$ cat config.mk
export PLATFORM = sky130hd
export DESIGN_NAME = add_seq_ctrl
export DESIGN_NICKNAME = d
export VERILOG_FILES = /design/src/rtl/add_seq_ctrl_pkg.sv /design/src/rtl/add_seq_ctrl_fanb.sv /design/src/rtl/add_seq_ctrl.sv
export SDC_FILE = /design/constraint.sdc
export NUM_CORES = 1
export LEC_CHECK = 0
export CORE_MARGIN = 10
export CORE_UTILIZATION = 45
export CTS_CLUSTER_SIZE = 24
export DETAILED_ROUTE_END_ITERATION = 8
export MAX_ROUTING_LAYER = met4
export PLACE_DENSITY = 0.77
export SYNTH_ARGS = -nofsm -noshare
export SYNTH_HDL_FRONTEND = slang
export SYNTH_SLANG_ARGS = --single-unit
$ cat constraint.sdc
create_clock -name clk -period 3.7 [get_ports clk]
set_input_delay 0.74 -clock clk [delete_from_list [all_inputs] [get_ports clk]]
set_output_delay 0.74 -clock clk [all_outputs]
set_load 0.005 [all_outputs]
$ cat src/rtl/add_seq_ctrl_pkg.sv
`default_nettype none
// +-----------------------------------------------------------------------+
// | add_seq_pkg : shared types and default sizes for add_seq_ctrl         |
// | Rev 1.0                                                               |
// +-----------------------------------------------------------------------+
package add_seq_pkg;

  localparam int DEFAULT_N     = 4;
  localparam int DEFAULT_WORDS = 4;

  typedef enum logic [1:0] {
    IDLE = 2'd0,
    RUN  = 2'd1,
    DONE = 2'd2
  } state_t;

endpackage
`default_nettype wire

$ cat src/rtl/add_seq_ctrl_fanb.sv
`default_nettype none
// +-----------------------------------------------------------------------+
// | FANb : n-bit ripple-carry adder slice                                 |
// | Rev 1.0                                                               |
// +-----------------------------------------------------------------------+
module FANb #(
  parameter int n = 4
) (
  input  logic [n-1:0] a,
  input  logic [n-1:0] b,
  input  logic         cin,
  output logic [n-1:0] s,
  output logic         cout
);

  logic [n:0] c;

  assign c[0] = cin;

  for (genvar i = 0; i < n; i++) begin : g_bit
    assign s[i]   = a[i] ^ b[i] ^ c[i];
    assign c[i+1] = (a[i] & b[i]) | (c[i] & (a[i] ^ b[i]));
  end

  assign cout = c[n];

endmodule
`default_nettype wire

$ cat src/rtl/add_seq_ctrl.sv
`default_nettype none
// +-----------------------------------------------------------------------+
// | add_seq_ctrl : multi-word add/sub sequencer over one shared N-bit     |
// | adder slice, LSB chunk first. Rev 1.0                                 |
// +-----------------------------------------------------------------------+
module add_seq_ctrl
  import add_seq_pkg::*;
#(
  parameter int N     = DEFAULT_N,
  parameter int WORDS = DEFAULT_WORDS
) (
  input  logic                 clk,
  input  logic                 rst,
  input  logic                 start_valid,
  output logic                 start_ready,
  input  logic [N*WORDS-1:0]   op_a,
  input  logic [N*WORDS-1:0]   op_b,
  input  logic                 cin,
  input  logic                 sub,
  output logic                 res_valid,
  input  logic                 res_ready,
  output logic [N*WORDS-1:0]   sum,
  output logic                 cout,
  output logic                 overflow,
  output logic                 busy
);

  localparam int W  = N * WORDS;
  localparam int IW = (WORDS > 1) ? $clog2(WORDS) : 1;
  localparam logic [IW-1:0] LAST_IDX = IW'(WORDS - 1);

  state_t          state, state_nxt;
  logic [IW-1:0]   idx;
  logic            carry;
  logic [W-1:0]    a_q, b_q, sum_q;
  logic            cout_q, ovf_q;

  logic [N-1:0]    slice_a, slice_b, slice_s;
  logic            slice_cout;
  logic            last;

  assign slice_a = a_q[idx*N +: N];
  assign slice_b = b_q[idx*N +: N];
  assign last    = (idx == LAST_IDX);

  FANb #(.n(N)) u_slice (
    .a    (slice_a),
    .b    (slice_b),
    .cin  (carry),
    .s    (slice_s),
    .cout (slice_cout)
  );

  always_ff @(posedge clk or posedge rst) begin
    if (rst) state <= IDLE;
    else     state <= state_nxt;
  end

  always_comb begin
    state_nxt = state;
    case (state)
      IDLE:    if (start_valid) state_nxt = RUN;
      RUN:     if (last)        state_nxt = DONE;
      DONE:    if (res_ready)   state_nxt = IDLE;
      default:                  state_nxt = IDLE;
    endcase
  end

  // b is stored pre-inverted for subtract so RUN never needs to know the op.
  always_ff @(posedge clk or posedge rst) begin
    if (rst) begin
      idx    <= '0;
      carry  <= 1'b0;
      a_q    <= '0;
      b_q    <= '0;
      sum_q  <= '0;
      cout_q <= 1'b0;
      ovf_q  <= 1'b0;
    end else begin
      case (state)
        IDLE: begin
          if (start_valid) begin
            a_q    <= op_a;
            b_q    <= sub ? ~op_b : op_b;
            carry  <= sub ? 1'b1 : cin;
            idx    <= '0;
            sum_q  <= '0;
            cout_q <= 1'b0;
            ovf_q  <= 1'b0;
          end
        end
        RUN: begin
          sum_q[idx*N +: N] <= slice_s;
          carry             <= slice_cout;
          if (last) begin
            cout_q <= slice_cout;
            ovf_q  <= (a_q[W-1] == b_q[W-1]) && (slice_s[N-1] != a_q[W-1]);
          end else begin
            idx <= idx + 1'b1;
          end
        end
        default: ;
      endcase
    end
  end

  assign start_ready = (state == IDLE);
  assign res_valid   = (state == DONE);
  assign busy        = (state != IDLE);
  assign sum         = sum_q;
  assign cout        = cout_q;
  assign overflow    = ovf_q;

endmodule
`default_nettype wire

== After elaboration in Yosys (flattened, before gate mapping) ==
Index checks and enable logic that the tools add are counted.
Operators by class
  $add $sub $neg: 2
  equal/unequal tests: 9
  shift operators: 4
  muxes and demuxes: 19
  bitwise gates (word level): 21
  reduce and logical (&&, ||, !) cells: 9
Operator list (number)
  $neg 4->34: 1
  $shift 4x34->16 const A: 1
  $shiftx 4x34->16: 1
  $mux 16: 2
  $pmux 16 s2: 1
  $shiftx 16x5->4: 2
  $bwmux 16: 1
  $not 16->16: 1
  $mux 2: 5
  $reduce_and 3->1: 3
  $and 1x1->1: 8
  $xor 1x1->1: 8
  $ne 2x2->1 const B: 3
  $pmux 1 s2: 3
  $pmux 2 s3: 1
  $mux 1: 5
  $eq 2x2->1 const B: 2
  $or 1x1->1: 4
  $pmux 2 s2: 1
  $reduce_and 2->1: 2
  $reduce_bool 2->1: 2
  $add 2x1->2 const B: 1
  $eq 2x1->1 const B: 1
  $logic_not 2->1: 1
  other kinds (4): 4
Word-level totals
  flip-flop bits (word level): 55
  bits of input ports: 38
  output and inout port bits: 21

== Longest topological paths before layout ==
  word-level depth: 13
  mapped depth: 13

== Hierarchy ==
A second synthesis with hierarchy kept.
Second synthesis, totals
  cell total of the unflattened synthesis: 225
  area, all modules: 2705.1 sq um
Modules (own cells, without submodules)
  add_seq_ctrl: instances 1, cells each 211, area an instance 2587.5 sq um, seq. area each 1376.3 sq um
  FANb: instances 1, cells each 14, area an instance 117.6 sq um, seq. area each 0.0 sq um

== Worst setup path after synthesis ==
Ideal clock, no wire load.
  path type: register -> register
  start point: register idx[0]
  end point: register ovf_q, in the netlist overflow
  arrival time: 2.950 ns
  data required time: 3.578 ns
  path slack: 0.628 ns
  cell stages (with the launch flop): 14
  path buffers: 1
  path through: dfrtp_1 -> buf_4 -> mux4_2 -> inv_1 -> fa_1 -> inv_1 -> fa_1 -> inv_1 -> fa_1 -> inv_1 -> fa_1 -> nand2b_1 -> o22ai_1 -> a32o_1
Between the ends
  longest elaborated chain between the ends: 13
  elaborated cells on any way between the ends: 23
Ends and longest elaborated chain
  start, declared: RTL line add_seq_ctrl.sv:33  | logic [IW-1:0] idx;
  start signal, assigned: RTL line add_seq_ctrl.sv:99  | idx <= idx + 1'b1;
  $shiftx 16x5->4, on equally long branches: RTL line add_seq_ctrl.sv:42, add_seq_ctrl.sv:43
  $xor 1x1->1: RTL line add_seq_ctrl_fanb.sv:22  | assign c[i+1] = (a[i] & b[i]) | (c[i] & (a[i] ^ b[i]));
  $and 1x1->1: RTL line add_seq_ctrl_fanb.sv:22
  $or 1x1->1: RTL line add_seq_ctrl_fanb.sv:22
  $and 1x1->1: RTL line add_seq_ctrl_fanb.sv:22
  $or 1x1->1: RTL line add_seq_ctrl_fanb.sv:22
  $and 1x1->1: RTL line add_seq_ctrl_fanb.sv:22
  $or 1x1->1: RTL line add_seq_ctrl_fanb.sv:22
  $xor 1x1->1: RTL line add_seq_ctrl_fanb.sv:21  | assign s[i] = a[i] ^ b[i] ^ c[i];
  $ne 1x1->1: RTL line add_seq_ctrl.sv:97  | ovf_q <= (a_q[W-1] == b_q[W-1]) && (slice_s[N-1] != a_q[W-1]);
  $logic_and 1x1->1: RTL line add_seq_ctrl.sv:97
  $mux 1: RTL line add_seq_ctrl.sv:95  | if (last) begin
  $pmux 1 s2: RTL line add_seq_ctrl.sv:80  | case (state)
  end signal, assigned: RTL line add_seq_ctrl.sv:97
  end, declared: RTL line add_seq_ctrl.sv:36  | logic cout_q, ovf_q;
Parallel ways exist; a longest one is shown, timed or not. The select of a mux whose other input is x is not followed.
A chain may end at the register's enable or synchronous reset.

== Worst setup path after layout ==
Ends and elaborated chain as after synthesis.

==> summary.md <==
The flow ran to the end, and the final reports show no timing, DRC or antenna violations. The biggest area contributor in the post-synthesis netlist is sky130_fd_sc_hd__dfrtp_1. The die covers 9480 um2.

The total wire length was 5630 um; the maximum number of buffers from clock root to sink was 2. Power spread over the standard cell area amounts to 899 nW/um2. The port buffer count works out to 58. The path type of the worst setup path is reg -> reg.

For hold timing, the worst endpoint is sum[0]. Y dimension of the die: 97.4 um. The logs give 1180 um2 for the area of the multi-input gates and 13.3% for the clock network power share.

The number of distinct standard cells referenced by the synthesized netlist was 35. The area overhead of the layout relative to synthesis was 26.8%. Derived from the worst setup path, the maximum achievable clock frequency is 320 MHz. After legalization and detailed placement, the total HPWL measured 4360 um. The initial antenna violation count came out at 0.

During I/O placement, the number of pins put on the boundary was 59. The analysis attributes to net switching a power of 1170 uW. The count of max-cap constraint violations is 0. The worst hold path begins at sum[0]. The number of cells on the worst reg-to-reg path was 12.

Data arrives at the worst endpoint at 3.34 ns. Global routing consumed, over all layers together, 12.6% of the routing resources. The first TritonRoute pass finished after 4 iterations. The congestion estimate from routability-driven global placement came to 0.878.

The tools report the cell chosen for the clock root as sky130_fd_sc_hd__clkbuf_8. In the post-synthesis netlist, the biggest area contributors are sky130_fd_sc_hd__dfrtp_1, sky130_fd_sc_hd__mux2_2, sky130_fd_sc_hd__mux4_2, sky130_fd_sc_hd__xnor2_1, sky130_fd_sc_hd__a21oi_1. For the largest clock skew in the final design, the log shows 0.0141 ns.

Total number of clock tree sinks: 55. The run gives 3.92 ns as the worst path required time. The count of hold buffers inserted by post-cts repair came out at 0. The worst setup path is launched from a register. The average via count per standard cell works out to 5.11.

Sequential cells burn 35.5% of the power. Per report_power, the combinational group accounts for 51.2% of the total. Detailed routing inserted a total of 1777 vias.

Dividing the final minimum period by the clock period gives 84.4%. The combined area of all synthesized cells came out at 2690 um2. The logs give 1380 um2 for the footprint of the flip-flops and latches and 0 ns for the sum of negative setup slack. The path type of the worst min-delay path was reg -> reg. Once the clock tree was built, the setup fixing pass inserted 0 buffers. The max-slew violation total from the final report was 0. The fraction of post-synthesis cell area in the top cell type by area is 51.1%. For the worst-skew pair, the clock arrives at the later sink with an insertion delay of 0.31 ns. Summing all non-filler instances in the final layout gives an area of 3420 um2. In the final routed layout, each cell accounts on average for 16.2 um. Of the synthesized area, sequential elements account for 51.1%.

Counting every net in the synthesized netlist gives 262. The run gives 0 as the final-report hold violation count. The via count of the first global-routing pass is 1950, and the hold-critical path depth is 1. After synthesis the netlist holds a flip-flop and latch count of 55.

The minimum setup slack among reg-to-reg paths was 0.58 ns. Gates resized during post-CTS repair numbered 0. The width of the die came out at 97.4 um.

Fill cells in the final layout number 512. For the effective utilization at floorplan, the log shows 46.0%. The endpoint identified for the worst register-to-register timing path is overflow. Net switching is 38.2% of the power. The run gives 0.470 mV as the worst ir drop on vdd. In this run the cell area measured after placement is 3300 um2. TritonCTS built the clock tree.

For the CTS buffer count, the log shows 5. Along the worst path, the maximum fanout reaches 7. The sum of overflow across all layers after global routing is 0. Setup repair after global routing left no endpoint under its margin. CTS built an H-tree with a depth of 2. The first global-routing pass estimated 9680 um of wire. The mean cell area of the mapped netlist is 12.5 um2, and the clock-pin slew on the worst setup and hold paths is 0.11 ns. Setup violations remaining at the end of the flow were counted as 0.

Row generation in the floorplan step produced 28 rows. The count of synthesis-stage warnings from yosys was 0; the count of inserted antenna diode cells was 0. The number of nets at the end of the flow came out at 318.

Number of nets with antenna violations after detailed routing: 0. The run gives 0 as the number of DRC violations after detailed routing. Synthesis handed over a netlist of 216 instances. Origin of the critical flop-to-flop path: idx[0].

For this design the static power due to leakage is 0.00144 uW. The tools report the endpoint type of the worst setup path as a register. Clock period minus worst slack: 3.12 ns. The slew at the pin closest to its max-slew limit was 1.12 ns; the internal power of the cells was 1900 uW. After the first detailed-routing iteration, the DRC count stood at 75. Entering global routing, the biggest net connects 56 pins. The core footprint was 5850 um2; the share of layout cells above drive strength 1 was 14.7%. The worst pin sits at a relative slew slack of 25.4%.
[flip-flops by register name, summed over array words and instances, names as in the netlist]
signal	cells
a_q	16
overflow	1
cout	1
sum	16
carry	1
state	2
b_q	16
idx	2
[stage by stage]
step                      total power (uW)  hold slack [ns]  instances  setup slack [ns]  utilization, %
final                                 3070            0.503        348             0.578            58.4
after global routing                  3350            0.529        348             0.267            58.4
after CTS                             3100            0.505        348             0.546            58.4
after detailed placement              2690            0.477        340             0.545            56.4
after global placement                2650            0.476        340             0.621            56.4
after floorplan                       2160            0.475        216             0.628               -
[cell families after synthesis]
kind of cell	after synthesis	synth area share, %
fa+ha+maj	8	4.83
xor+xnor	16	5.20
mux	26	14.2
simple gates	43	8.64
buf+inv	26	5.16
compound gates	42	10.9
flops	55	51.1
[routing by layer]
layer / track usage, % / vias to the layer above / wire length, um
met2: 20.4 / 61 / 2670
met5: - / - / 0
met1: 14.9 / 847 / 2550
met4: 3.80 / 0 / 81
met3: 3.70 / 6 / 327
li1: - / 863 / -
[cells in the final DEF, fill, tap and decap left out, types with 2 or more instances in the layout]
master | synthesis | routed
sky130_fd_sc_hd__clkdlybuf4s50_1 | 0 | 58
sky130_fd_sc_hd__dfrtp_1 | 55 | 55
sky130_fd_sc_hd__nor2_1 | 18 | 18
sky130_fd_sc_hd__mux2_2 | 17 | 17
sky130_fd_sc_hd__xnor2_1 | 16 | 16
sky130_fd_sc_hd__a21oi_1 | 16 | 16
sky130_fd_sc_hd__inv_1 | 15 | 14
sky130_fd_sc_hd__a22o_1 | 9 | 9
sky130_fd_sc_hd__nand2_1 | 8 | 8
sky130_fd_sc_hd__o2bb2ai_1 | 8 | 8
sky130_fd_sc_hd__mux4_2 | 8 | 8
sky130_fd_sc_hd__clkbuf_8 | 0 | 5
sky130_fd_sc_hd__a21o_1 | 4 | 4
sky130_fd_sc_hd__fa_1 | 4 | 4
sky130_fd_sc_hd__ha_1 | 4 | 4
sky130_fd_sc_hd__nand2b_1 | 3 | 3
sky130_fd_sc_hd__and3_1 | 2 | 2
sky130_fd_sc_hd__nand3_1 | 2 | 2
sky130_fd_sc_hd__o21ai_0 | 2 | 2
sky130_fd_sc_hd__buf_4 | 4 | 2
[worst max-delay path: stages, from the launching register on]
cell                       delay [ns]
sky130_fd_sc_hd__dfrtp_1         0.57
sky130_fd_sc_hd__mux4_2          0.55
sky130_fd_sc_hd__inv_1           0.09
sky130_fd_sc_hd__fa_1            0.16
sky130_fd_sc_hd__inv_1           0.05
sky130_fd_sc_hd__fa_1            0.36
sky130_fd_sc_hd__inv_1           0.08
sky130_fd_sc_hd__fa_1            0.16
sky130_fd_sc_hd__inv_1           0.05
sky130_fd_sc_hd__fa_1            0.53
sky130_fd_sc_hd__nand2b_1        0.11
sky130_fd_sc_hd__o22ai_1         0.07
sky130_fd_sc_hd__a32o_1          0.26
[power groups by stage]
stage	logic (uW)	clock network, uW	registers [uW]
3_5_place_dp	1580	0	1110
6_report	1570	407	1090
2_1_floorplan	1150	0	1010
3_3_place_gp	1550	0	1100
5_1_grt	1770	441	1130
4_1_cts	1590	413	1100
[synth_stat cells]
master / n
sky130_fd_sc_hd__dfrtp_1: 55
sky130_fd_sc_hd__nor2_1: 18
sky130_fd_sc_hd__mux2_2: 17
sky130_fd_sc_hd__a21oi_1: 16
sky130_fd_sc_hd__xnor2_1: 16
sky130_fd_sc_hd__inv_1: 15
sky130_fd_sc_hd__a22o_1: 9
sky130_fd_sc_hd__mux4_2: 8
sky130_fd_sc_hd__nand2_1: 8
sky130_fd_sc_hd__o2bb2ai_1: 8
sky130_fd_sc_hd__a21o_1: 4
sky130_fd_sc_hd__buf_4: 4
sky130_fd_sc_hd__fa_1: 4
sky130_fd_sc_hd__ha_1: 4
sky130_fd_sc_hd__buf_2: 3
sky130_fd_sc_hd__buf_6: 3
sky130_fd_sc_hd__nand2b_1: 3
sky130_fd_sc_hd__and3_1: 2
sky130_fd_sc_hd__nand3_1: 2
sky130_fd_sc_hd__o21ai_0: 2
sky130_fd_sc_hd__a32o_1: 1
sky130_fd_sc_hd__and2b_1: 1
sky130_fd_sc_hd__and3b_1: 1
sky130_fd_sc_hd__and4bb_2: 1
sky130_fd_sc_hd__clkbuf_1: 1
sky130_fd_sc_hd__mux2i_1: 1
sky130_fd_sc_hd__nand3b_1: 1
sky130_fd_sc_hd__nor2b_1: 1
sky130_fd_sc_hd__nor3b_2: 1
sky130_fd_sc_hd__nor3b_4: 1
sky130_fd_sc_hd__nor4_1: 1
sky130_fd_sc_hd__o22ai_1: 1
sky130_fd_sc_hd__o311ai_0: 1
sky130_fd_sc_hd__or2_2: 1
sky130_fd_sc_hd__or4_1: 1
[worst max path at each step]
stage / from / to / slack, ns / depth (start not counted)
floorplan: idx[0] / overflow / 0.63 / 13
global placement: idx[0] / overflow / 0.62 / 12
detailed placement: idx[0] / overflow / 0.54 / 12
CTS: idx[0] / overflow / 0.55 / 12
global route: idx[0] / overflow / 0.27 / 12
finish: idx[0] / overflow / 0.58 / 12
[layout make-up]
type | count | share of cell area, %
sequential | 55 | 40.3
clock buffer | 5 | 2.01
timing repair buffer | 60 | 17.4
multi-input combinational | 135 | 34.5
tap | 75 | 2.75
clock inverter | 3 | 1.36
inverter | 15 | 1.65
No activity file was read; power rests on OpenSTA's default activity.
